### src/rtl/bus_req_port.sv
// Single-outstanding request port between a core and the bus arbiter.
// It latches one core request, handshakes it through the arbiter and guards it with a timeout.
module bus_req_port #(
  parameter int unsigned TMO_W = 12
) (
  input  logic        CLK,
  input  logic        RST_X,
  // core side
  input  logic        core_dram_le,
  input  logic        core_dram_we_t,
  input  logic        core_data_le,
  input  logic        core_data_we,
  input  logic [31:0] core_dram_addr,
  input  logic [31:0] core_dram_wdata,
  input  logic [2:0]  core_dram_ctrl,
  input  logic [31:0] core_mem_paddr,
  input  logic [31:0] core_data_wdata,
  output logic        core_busy,
  output logic        core_done,
  output logic [31:0] core_dram_odata,
  output logic [31:0] core_data_data,
  // arbiter side
  output logic        arb_req,
  input  logic        arb_gnt,
  output logic        arb_dram_le,
  output logic        arb_dram_we_t,
  output logic        arb_data_le,
  output logic        arb_data_we,
  output logic [31:0] arb_dram_addr,
  output logic [31:0] arb_dram_wdata,
  output logic [2:0]  arb_dram_ctrl,
  output logic [31:0] arb_mem_paddr,
  output logic [31:0] arb_data_wdata,
  input  logic        arb_sys_busy,
  input  logic [31:0] arb_dram_odata,
  input  logic [31:0] arb_data_data,
  // status
  output logic        err_timeout
);

  typedef enum logic [1:0] {StIdle, StReq, StIssue, StWaitDone} state_e;

  localparam logic [TMO_W-1:0] TmoMax = '1;

  state_e            state_q, state_d;
  logic [3:0]        lat_q, lat_d;    // {dram_le, dram_we_t, data_le, data_we}
  logic [3:0]        strb_q, strb_d;
  logic [TMO_W-1:0]  tmo_q, tmo_d;
  logic [TMO_W-1:0]  tmo_inc;
  logic              busy_q, busy_d;
  logic              done_q, done_d;
  logic              req_q, req_d;
  logic              err_q, err_d;
  logic [31:0]       addr_q, addr_d;
  logic [31:0]       wdata_q, wdata_d;
  logic [2:0]        ctrl_q, ctrl_d;
  logic [31:0]       paddr_q, paddr_d;
  logic [31:0]       dwdata_q, dwdata_d;
  logic [31:0]       dram_odata_q, dram_odata_d;
  logic [31:0]       data_data_q, data_data_d;
  logic [3:0]        core_strb;

  assign core_strb = {core_dram_le, core_dram_we_t, core_data_le, core_data_we};
  assign tmo_inc   = (tmo_q == TmoMax) ? tmo_q : tmo_q + 1'b1;

  always_comb begin
    state_d      = state_q;
    lat_d        = lat_q;
    strb_d       = strb_q;
    tmo_d        = tmo_q;
    busy_d       = busy_q;
    done_d       = 1'b0;
    req_d        = req_q;
    err_d        = err_q;
    addr_d       = addr_q;
    wdata_d      = wdata_q;
    ctrl_d       = ctrl_q;
    paddr_d      = paddr_q;
    dwdata_d     = dwdata_q;
    dram_odata_d = dram_odata_q;
    data_data_d  = data_data_q;

    case (state_q)
      StIdle: begin
        if (|core_strb) begin
          lat_d    = core_strb;
          addr_d   = core_dram_addr;
          wdata_d  = core_dram_wdata;
          ctrl_d   = core_dram_ctrl;
          paddr_d  = core_mem_paddr;
          dwdata_d = core_data_wdata;
          busy_d   = 1'b1;
          req_d    = 1'b1;
          state_d  = StReq;
        end
      end
      StReq: begin
        // No timeout here: the arbiter may legitimately starve this port.
        if (arb_gnt) begin
          strb_d  = lat_q;
          tmo_d   = '0;
          state_d = StIssue;
        end
      end
      StIssue, StWaitDone: begin
        tmo_d = tmo_inc;
        if (tmo_inc == TmoMax) begin
          err_d        = 1'b1;
          strb_d       = '0;
          req_d        = 1'b0;
          busy_d       = 1'b0;
          done_d       = 1'b1;
          dram_odata_d = '0;
          data_data_d  = '0;
          state_d      = StIdle;
        end else if (state_q == StIssue) begin
          if (arb_sys_busy) begin
            strb_d  = '0;
            state_d = StWaitDone;
          end
        end else if (!arb_sys_busy) begin
          // Captured for writes too; the core ignores it in that case.
          dram_odata_d = arb_dram_odata;
          data_data_d  = arb_data_data;
          busy_d       = 1'b0;
          req_d        = 1'b0;
          done_d       = 1'b1;
          state_d      = StIdle;
        end
      end
      default: state_d = StIdle;
    endcase
  end

  always_ff @(posedge CLK or negedge RST_X) begin
    if (!RST_X) begin
      state_q      <= StIdle;
      lat_q        <= '0;
      strb_q       <= '0;
      tmo_q        <= '0;
      busy_q       <= 1'b0;
      done_q       <= 1'b0;
      req_q        <= 1'b0;
      err_q        <= 1'b0;
      addr_q       <= '0;
      wdata_q      <= '0;
      ctrl_q       <= '0;
      paddr_q      <= '0;
      dwdata_q     <= '0;
      dram_odata_q <= '0;
      data_data_q  <= '0;
    end else begin
      state_q      <= state_d;
      lat_q        <= lat_d;
      strb_q       <= strb_d;
      tmo_q        <= tmo_d;
      busy_q       <= busy_d;
      done_q       <= done_d;
      req_q        <= req_d;
      err_q        <= err_d;
      addr_q       <= addr_d;
      wdata_q      <= wdata_d;
      ctrl_q       <= ctrl_d;
      paddr_q      <= paddr_d;
      dwdata_q     <= dwdata_d;
      dram_odata_q <= dram_odata_d;
      data_data_q  <= data_data_d;
    end
  end

  assign core_busy       = busy_q;
  assign core_done       = done_q;
  assign core_dram_odata = dram_odata_q;
  assign core_data_data  = data_data_q;
  assign arb_req         = req_q;
  assign arb_dram_le     = strb_q[3];
  assign arb_dram_we_t   = strb_q[2];
  assign arb_data_le     = strb_q[1];
  assign arb_data_we     = strb_q[0];
  assign arb_dram_addr   = addr_q;
  assign arb_dram_wdata  = wdata_q;
  assign arb_dram_ctrl   = ctrl_q;
  assign arb_mem_paddr   = paddr_q;
  assign arb_data_wdata  = dwdata_q;
  assign err_timeout     = err_q;

endmodule

### config.mk
export PLATFORM = sky130hd
export DESIGN_NAME = bus_req_port
export DESIGN_NICKNAME = d
export VERILOG_FILES = /design/src/rtl/bus_req_port.sv
export SDC_FILE = /design/constraint.sdc
export NUM_CORES = 1
export LEC_CHECK = 0
export BUFFER_PORTS_ARGS = -buffer_cell sky130_fd_sc_hd__buf_2
export CORE_AREA = 4 4 158 160
export DETAILED_ROUTE_END_ITERATION = 10
export DIE_AREA = 0 0 162 164
export PLACE_DENSITY_LB_ADDON = 0.15
export SYNTH_ARGS = -nofsm -noshare
export SYNTH_HDL_FRONTEND = slang
export SYNTH_SLANG_ARGS = --single-unit
### constraint.sdc
create_clock -name CLK -period 2.8 [get_ports CLK]
set_input_delay 0.14 -clock CLK [delete_from_list [all_inputs] [get_ports CLK]]
set_output_delay 0.14 -clock CLK [all_outputs]
set_load 0.01 [all_outputs]
==> summary.md, run 1 <==
| Metric | Value |
|---|---|
| HPWL Detailed | `19700 um` |
| Number of synthesized flops with an enable pin | `0` |
| Max Fclk | `381 MHz` |
| Power per cell area | `1100 nW/um2` |
| Slew Viols, Final | `0` |
| Share of cells above drive strength 1 | `0.459` |
| Post-synthesis register bit count | `220` |
| Fin area | `14000 um2` |
| Slowest cell on crit path | `dfrtp_1` |
| Avg Cell Area, Syn | `11.7 um2` |
| Max_cap viols | `0` |
| Grt total ovfl | `0` |
| Drt total wl | `29700 um` |
| CTS H-tree depth | `1` |
| Final hold vios | `0` |
| Post-synth net total | `996` |
| Worst setup EP type | `register` |
| Cells along the critical path | `ha_1, nand3_1, or2_1, a221o_1, nor4_4, buf_4, buf_8, nor3_1` |
| Top post-synthesis cells by area | `dfrtp_1, mux2_2, o21ai_0` |
| Total iterations of the first detailed-routing run | `5` |
| Internal power | `0.00988 W` |
| Largest net degree at the start of global routing | `74` |
| Setup CP Type | `reg2reg` |
| Worst Hold Class | `in2reg` |
| Worst-path fanout max | `32` |
| NetSw | `0.00556 W` |
| Worst Path Required | `3.19 ns` |
| Clock Latency Late Sink | `0.52 ns` |
| Core Region | `23400 um2` |
| Nets | `1525` |
| Hold Path Origin | `arb_data_data[9]` |
| Worst slew margin | `0.452` |
| CTS tree | `built` |
| Final setup violation count | `0` |
| CTS Buf Count | `25` |
| Ports | `406` |
| Total negative slack | `0 ns` |
| R2r startpoint | `tmo_q[0]$_DFFE_PN0P_` |
| Reg clk slew, reported paths | `0.06 ns` |
| Clock Skews | `0.0140 ns` |
| Sequential cell area fraction in the yosys report | `0.592` |
| Remaining antenna violation count | `0` |
| Core Rows | `56` |
| Clock Path Buffers | `3` |
| DRC violations left | `0` |
| Fin crit share | `0.937` |
| Tot GR Track Use | `0.214` |
| Root Driver | `clkbuf_16` |
| Max incr delay on CP | `0.47 ns` |
| Top cell type's share of synthesized area | `0.592` |
| Placed Area | `11700 um2` |
| Gp weighted congestion | `0.828` |
| Die footprint | `26600 um2` |
| Synth async-reset ratio | `1.00` |
| Yosys warning total | `0` |
| Comb power frac | `0.406` |
| WL per Instance | `17.9 um` |
| Clk sinks | `220` |
| Crit-path leading delay family | `simple AND/OR/NAND/NOR gates` |
| Via density | `4.94` |
| Die Span X | `162 um` |
| Initial antenna violation count | `5` |
| Initial DRC count | `557` |
| Min Hold Slack | `0.0505 ns` |
| Fillers | `1967` |
| First-pass GRT wire length | `46300 um` |
| Synth cell types | `44` |
| Dominant cell type by area after synthesis | `dfrtp_1` |
| CP Launch Type | `register` |
| Post-synth top flop | `dfrtp_1` |
| Initial Util | `0.397` |
| Cells after synthesis | `792` |
| Layout area overhead | `50.4%` |
| Critical path arrival | `3.01 ns` |
| IO Port Bufs | `405` |
| Top cells by count, synth | `dfrtp_1, mux2_2, o21ai_0` |
| Power share of the clock group | `0.225` |
| VDD IR max | `0.658 mV` |
| Slew @ Worst Pin | `0.822 ns` |
| Static Leak | `6.47 nW` |
| Switching share of power | `0.360` |
| Register share of total power | `0.369` |
| Outcome | `finished clean` |
| Critical Path Source | `tmo_q[0]$_DFFE_PN0P_` |
| Post-route minimum period | `2.62 ns` |
| Die Ht | `164 um` |
| Bufs and invs on worst path | `2` |
| RSZ-0062 raised after global routing | `false` |
| Most common cell in the netlist | `dfrtp_1` |
| Vias in the first global route | `8592` |
| Synthesized area | `9290 um2` |
| Vias | `8222` |
registers in the layout (all words and copies together) (netlist names), 12 cells and up:
name             count
tmo_q               12
arb_dram_wdata      32
arb_dram_addr       32
core_dram_odata     32
arb_data_wdata      32
core_data_data      32
arb_mem_paddr       32
logic make-up after synthesis:
logic type                 count (synthesis)  synth area share
AOI/OAI and AO/OA                        112            0.0660
DFF                                      220             0.592
buffers and inverters                     68            0.0335
adders and majority gates                  1           0.00135
xor gates and xnor gates                   2           0.00189
and+or+nand+nor                          253             0.140
muxes                                    136             0.165
final cells by class:
cell class,instances,area (um2),share of cell area
inverters,7,26.3,0.00188
clock buffers,32,692,0.0495
diodes,5,12.5,0.000895
clock inverters,13,186,0.0133
repair buffers,563,3650,0.261
well taps,319,399,0.0286
multi-input cells,504,3500,0.250
flip-flops and latches,220,5510,0.394
stage by stage:
stage / total power [W] / cells / setup slack (ns) / util
after floorplan: 0.00917 / 792 / 0.547 / -
after global placement: 0.0117 / 1474 / 0.259 / 0.499
after detailed placement: 0.0118 / 1474 / 0.199 / 0.499
after CTS: 0.0156 / 1656 / 0.200 / 0.595
after global routing: 0.0165 / 1663 / 0.0384 / 0.597
final: 0.0154 / 1663 / 0.177 / 0.597
what timing repair did:
item                                    CTS  global route
buffers inserted                          0             1
endpoints found under the hold margin   204             0
hold buffers                            137             0
resized for setup                         0             3
endpoints found under the setup margin    0             3
worst min-delay path, delay by kind of cell:
kind,cells,cell delay [ns]
simple gates,2,0.23
buf+inv,1,0.08
compound gates,1,0.07
layer usage:
metal	GRT usage	wire length (um)	part of all wire
met2	0.364	14700	0.50
met5	0	0	0
met1	0.263	11600	0.39
met4	0.0661	863	0.029
met3	0.0662	2490	0.084
power groups by stage:
stage / clock network [W] / registers (W) / logic, W
2_1_floorplan: 0 / 0.00633 / 0.00283
3_3_place_gp: 0 / 0.00566 / 0.00608
3_5_place_dp: 0 / 0.00570 / 0.00615
4_1_cts: 0.00357 / 0.00569 / 0.00631
5_1_grt: 0.00370 / 0.00592 / 0.00687
6_report: 0.00347 / 0.00570 / 0.00626
placed cells by master, fill, tap and decap left out, types with 7 or more instances in the layout:
master | synthesis | routed
dfrtp_1 | 220 | 219
o21ai_0 | 83 | 83
clkinv_2 | 0 | 7
buf_2 | 9 | 404
dlygate4sd3_1 | 0 | 137
a21oi_1 | 10 | 10
buf_4 | 2 | 14
mux2_2 | 135 | 135
nand2_1 | 12 | 12
clkbuf_16 | 0 | 26
nand3_1 | 8 | 8
nor3_1 | 69 | 68
nor2_1 | 74 | 74
or3_1 | 64 | 64
final timing paths:
| check | to | slack (ns) | cells after the start |
|---|---|---|---|
| setup / recovery | core_dram_odata[28]$_DFFE_PN0P_ | 0.18 | 8 |
| hold / removal | core_data_data[9]$_DFFE_PN0P_ | 0.05 | 4 |
| setup reg to reg | core_dram_odata[28]$_DFFE_PN0P_ | 0.18 | 8 |
| hold reg to reg | err_timeout$_DFFE_PN0P_ | 0.47 | 1 |
| max in group asynchronous | arb_mem_paddr[22]$_DFFE_PN0P_ | 1.71 | 3 |
| min in group asynchronous | strb_q[2]$_DFFE_PN0P_ | 0.14 | 2 |
Note: power is estimated with default switching activity, not from simulation.
==> run 2, diff against run 1 <==
Clock period 2.8 ns to 2.6 ns, I/O delays scaled along.
==> summary.md, run 2 (synthesized netlist as in run 1, its figures left out) <==
| Metric | Value |
|---|---|
| Outcome | `finished clean` |
| Largest net degree at the start of global routing | `76 (+2.7%)` |
| CTS H-tree depth | `1 (unchanged)` |
| Hold Path Depth | `4 (unchanged)` |
| Power per cell area | `1180 nW/um2 (+7.1%)` |
| Power share of the clock group | `0.217 (-0.008)` |
| Worst r2r path cells | `7 (-1)` |
| Die footprint | `26600 um2 (unchanged)` |
| Critical path arrival | `2.78 ns (-0.23 ns)` |
| Final worst slack | `0.201 ns (+0.0245 ns)` |
| Hold Path Origin | `arb_data_data[7]` |
| Hold Path End | `core_data_data[7]$_DFFE_PN0P_` |
| Pre-CTS WS | `0.198 ns (-0.00107 ns)` |
| Via density | `4.92 (-0.56%)` |
| Commonest non-fill, non-tap cells in the layout | `buf_2, dfrtp_1, dlygate4sd3_1, mux2_2, o21ai_0` |
| Drt total wl | `30000 um (+0.97%)` |
| Max_cap viols | `0 (unchanged)` |
| CTS tree | `built` |
| Setup CP Type | `reg2reg` |
| Gp weighted congestion | `0.865 (+4.5%)` |
| Clock Path Buffers | `3 (unchanged)` |
| RSZ-0062 raised after global routing | `false` |
| Core Region | `23400 um2 (unchanged)` |
| Clock Latency Late Sink | `0.52 ns (about the same)` |
| Final setup violation count | `0 (unchanged)` |
| CTS Buf Count | `26 (+4.0%)` |
| Cts repair resizes | `0 (unchanged)` |
| DRC violations left | `0 (unchanged)` |
| Initial antenna violation count | `3 (-2)` |
| Nets | `1529 (+0.26%)` |
| R2r setup slk | `0.20 ns (+0.02 ns)` |
| Clock Skews | `0.0143 ns (+0.000294 ns)` |
| Reg clk slew, reported paths | `0.06 ns (about the same)` |
| Tot GR Track Use | `0.218 (+0.00406)` |
| Share of cells above drive strength 1 | `0.458 (about the same)` |
| R2r endpoint | `core_dram_odata[20]$_DFFE_PN0P_` |
| Root Driver | `clkbuf_16` |
| Initial Util | `0.397 (unchanged)` |
| Ports | `406 (unchanged)` |
| Total negative slack | `0 ns (unchanged)` |
| Total iterations of the first detailed-routing run | `4 (-1)` |
| Register share of total power | `0.374 (+0.005)` |
| Commonest non-fill, non-tap cell in the layout | `buf_2` |
| R2r startpoint | `tmo_q[0]$_DFFE_PN0P_` |
| Critical Path Source | `tmo_q[0]$_DFFE_PN0P_` |
| Layout area overhead | `50.0%` |
| Internal power | `0.0105 W (+6.4%)` |
| Slew @ Worst Pin | `0.669 ns (-0.154 ns)` |
| Grt total ovfl | `0 (unchanged)` |
| Worst-path fanout max | `63 (+97%)` |
| Max Fclk | `417 MHz (+9.4%)` |
| Core Rows | `56 (unchanged)` |
| First-pass GRT wire length | `47000 um (+1.5%)` |
| Clk sinks | `220 (unchanged)` |
| Switching share of power | `0.362 (+0.00193)` |
| Slew Viols, Final | `0 (unchanged)` |
| Vias | `8191 (-0.38%)` |
| Worst slew margin | `0.554 (+0.102)` |
| Setup bufs post-CTS | `0 (unchanged)` |
| CTS Hold Buffers Added | `137 (unchanged)` |
| Die Span X | `162 um (unchanged)` |
| Die Ht | `164 um (unchanged)` |
| NetSw | `0.00597 W (+7.3%)` |
| Worst Hold Class | `in2reg` |
| CP Launch Type | `register` |
| Post-route minimum period | `2.40 ns (-0.224 ns)` |
| Fin crit share | `0.923 (-0.0143)` |
| IO Port Bufs | `405 (unchanged)` |
| Final hold vios | `0 (unchanged)` |
| WL per Instance | `18.0 um (+0.79%)` |
| Worst setup EP type | `register` |
| HPWL Detailed | `20000 um (+1.1%)` |
| Comb power frac | `0.409 (+0.003)` |
| Static Leak | `6.46 nW (-0.22%)` |
| Vias in the first global route | `8652 (+0.70%)` |
| VDD IR max | `0.801 mV (+22%)` |
| Initial DRC count | `508 (-8.8%)` |
| Worst Path Required | `2.98 ns (-0.21 ns)` |
| Remaining antenna violation count | `0 (unchanged)` |
-- run 2: cell count changes in the layout (fill, tap and decap cells not counted), moves of 2 or more --
cell / delta
buf_4: +5
bufinv_16: -3
clkbuf_1: +3
clkbuf_8: +2
diode_2: -2
-- run 2: how the worst max path moves through the flow --
stage	end
5_1_grt	core_dram_odata[14]$_DFFE_PN0P_
3_5_place_dp	core_dram_odata[18]$_DFFE_PN0P_
6_report	core_dram_odata[20]$_DFFE_PN0P_
4_1_cts	core_dram_odata[18]$_DFFE_PN0P_
3_3_place_gp	core_dram_odata[2]$_DFFE_PN0P_
2_1_floorplan	core_data_data[12]$_DFFE_PN0P_
-- run 2: worst max-delay path, stage by stage, from the launching register on --
cell	delay [ns]
dfrtp_1	0.35
ha_1	0.30
nand3_1	0.16
or2_1	0.27
a221o_1	0.38
nor4_4	0.34
buf_12	0.30
nor3_1	0.11
-- run 2: area by class of cell --
class,count,area [um2]
antenna,3,7.51
clock buffer,39,781
clock inverter,8,67.6
fill,1999,9470
inverter,7,26.3
multi-input combinational,504,3500
sequential,220,5510
tap,319,399
timing repair buffer,566,3650
-- run 2: per-layer routing --
| metal | global-route usage | vias to the layer above | routed length [um] |
|---|---|---|---|
| met4 | 0.0561 | 0 | 705 |
| met2 | 0.375 | 336 | 14900 |
| met5 | 0 | - | 0 |
| li1 | - | 3881 | - |
| met3 | 0.0678 | 52 | 2570 |
| met1 | 0.268 | 3922 | 11800 |
-- run 2: power by group through the flow --
stage / logic, W / registers (W) / clock network (W)
floorplan: 0.00305 / 0.00682 / 0
global placement: 0.00656 / 0.00608 / 0
detailed placement: 0.00664 / 0.00614 / 0
CTS: 0.00681 / 0.00613 / 0.00367
global route: 0.00739 / 0.00640 / 0.00382
finish: 0.00675 / 0.00616 / 0.00357
-- run 2: metrics by stage --
stage | hold WS (ns) | util | instance area, um2 | cells | total power (W)
final | 0.0349 | 0.595 | 13900 | 1666 | 0.0165
after global routing | 0.0363 | 0.595 | 13900 | 1666 | 0.0176
after CTS | 0.0169 | 0.595 | 13900 | 1663 | 0.0166
after detailed placement | 0.147 | 0.500 | 11700 | 1479 | 0.0128
after global placement | 0.145 | 0.500 | 11700 | 1479 | 0.0126
after floorplan | -0.166 | - | 9290 | 792 | 0.00987
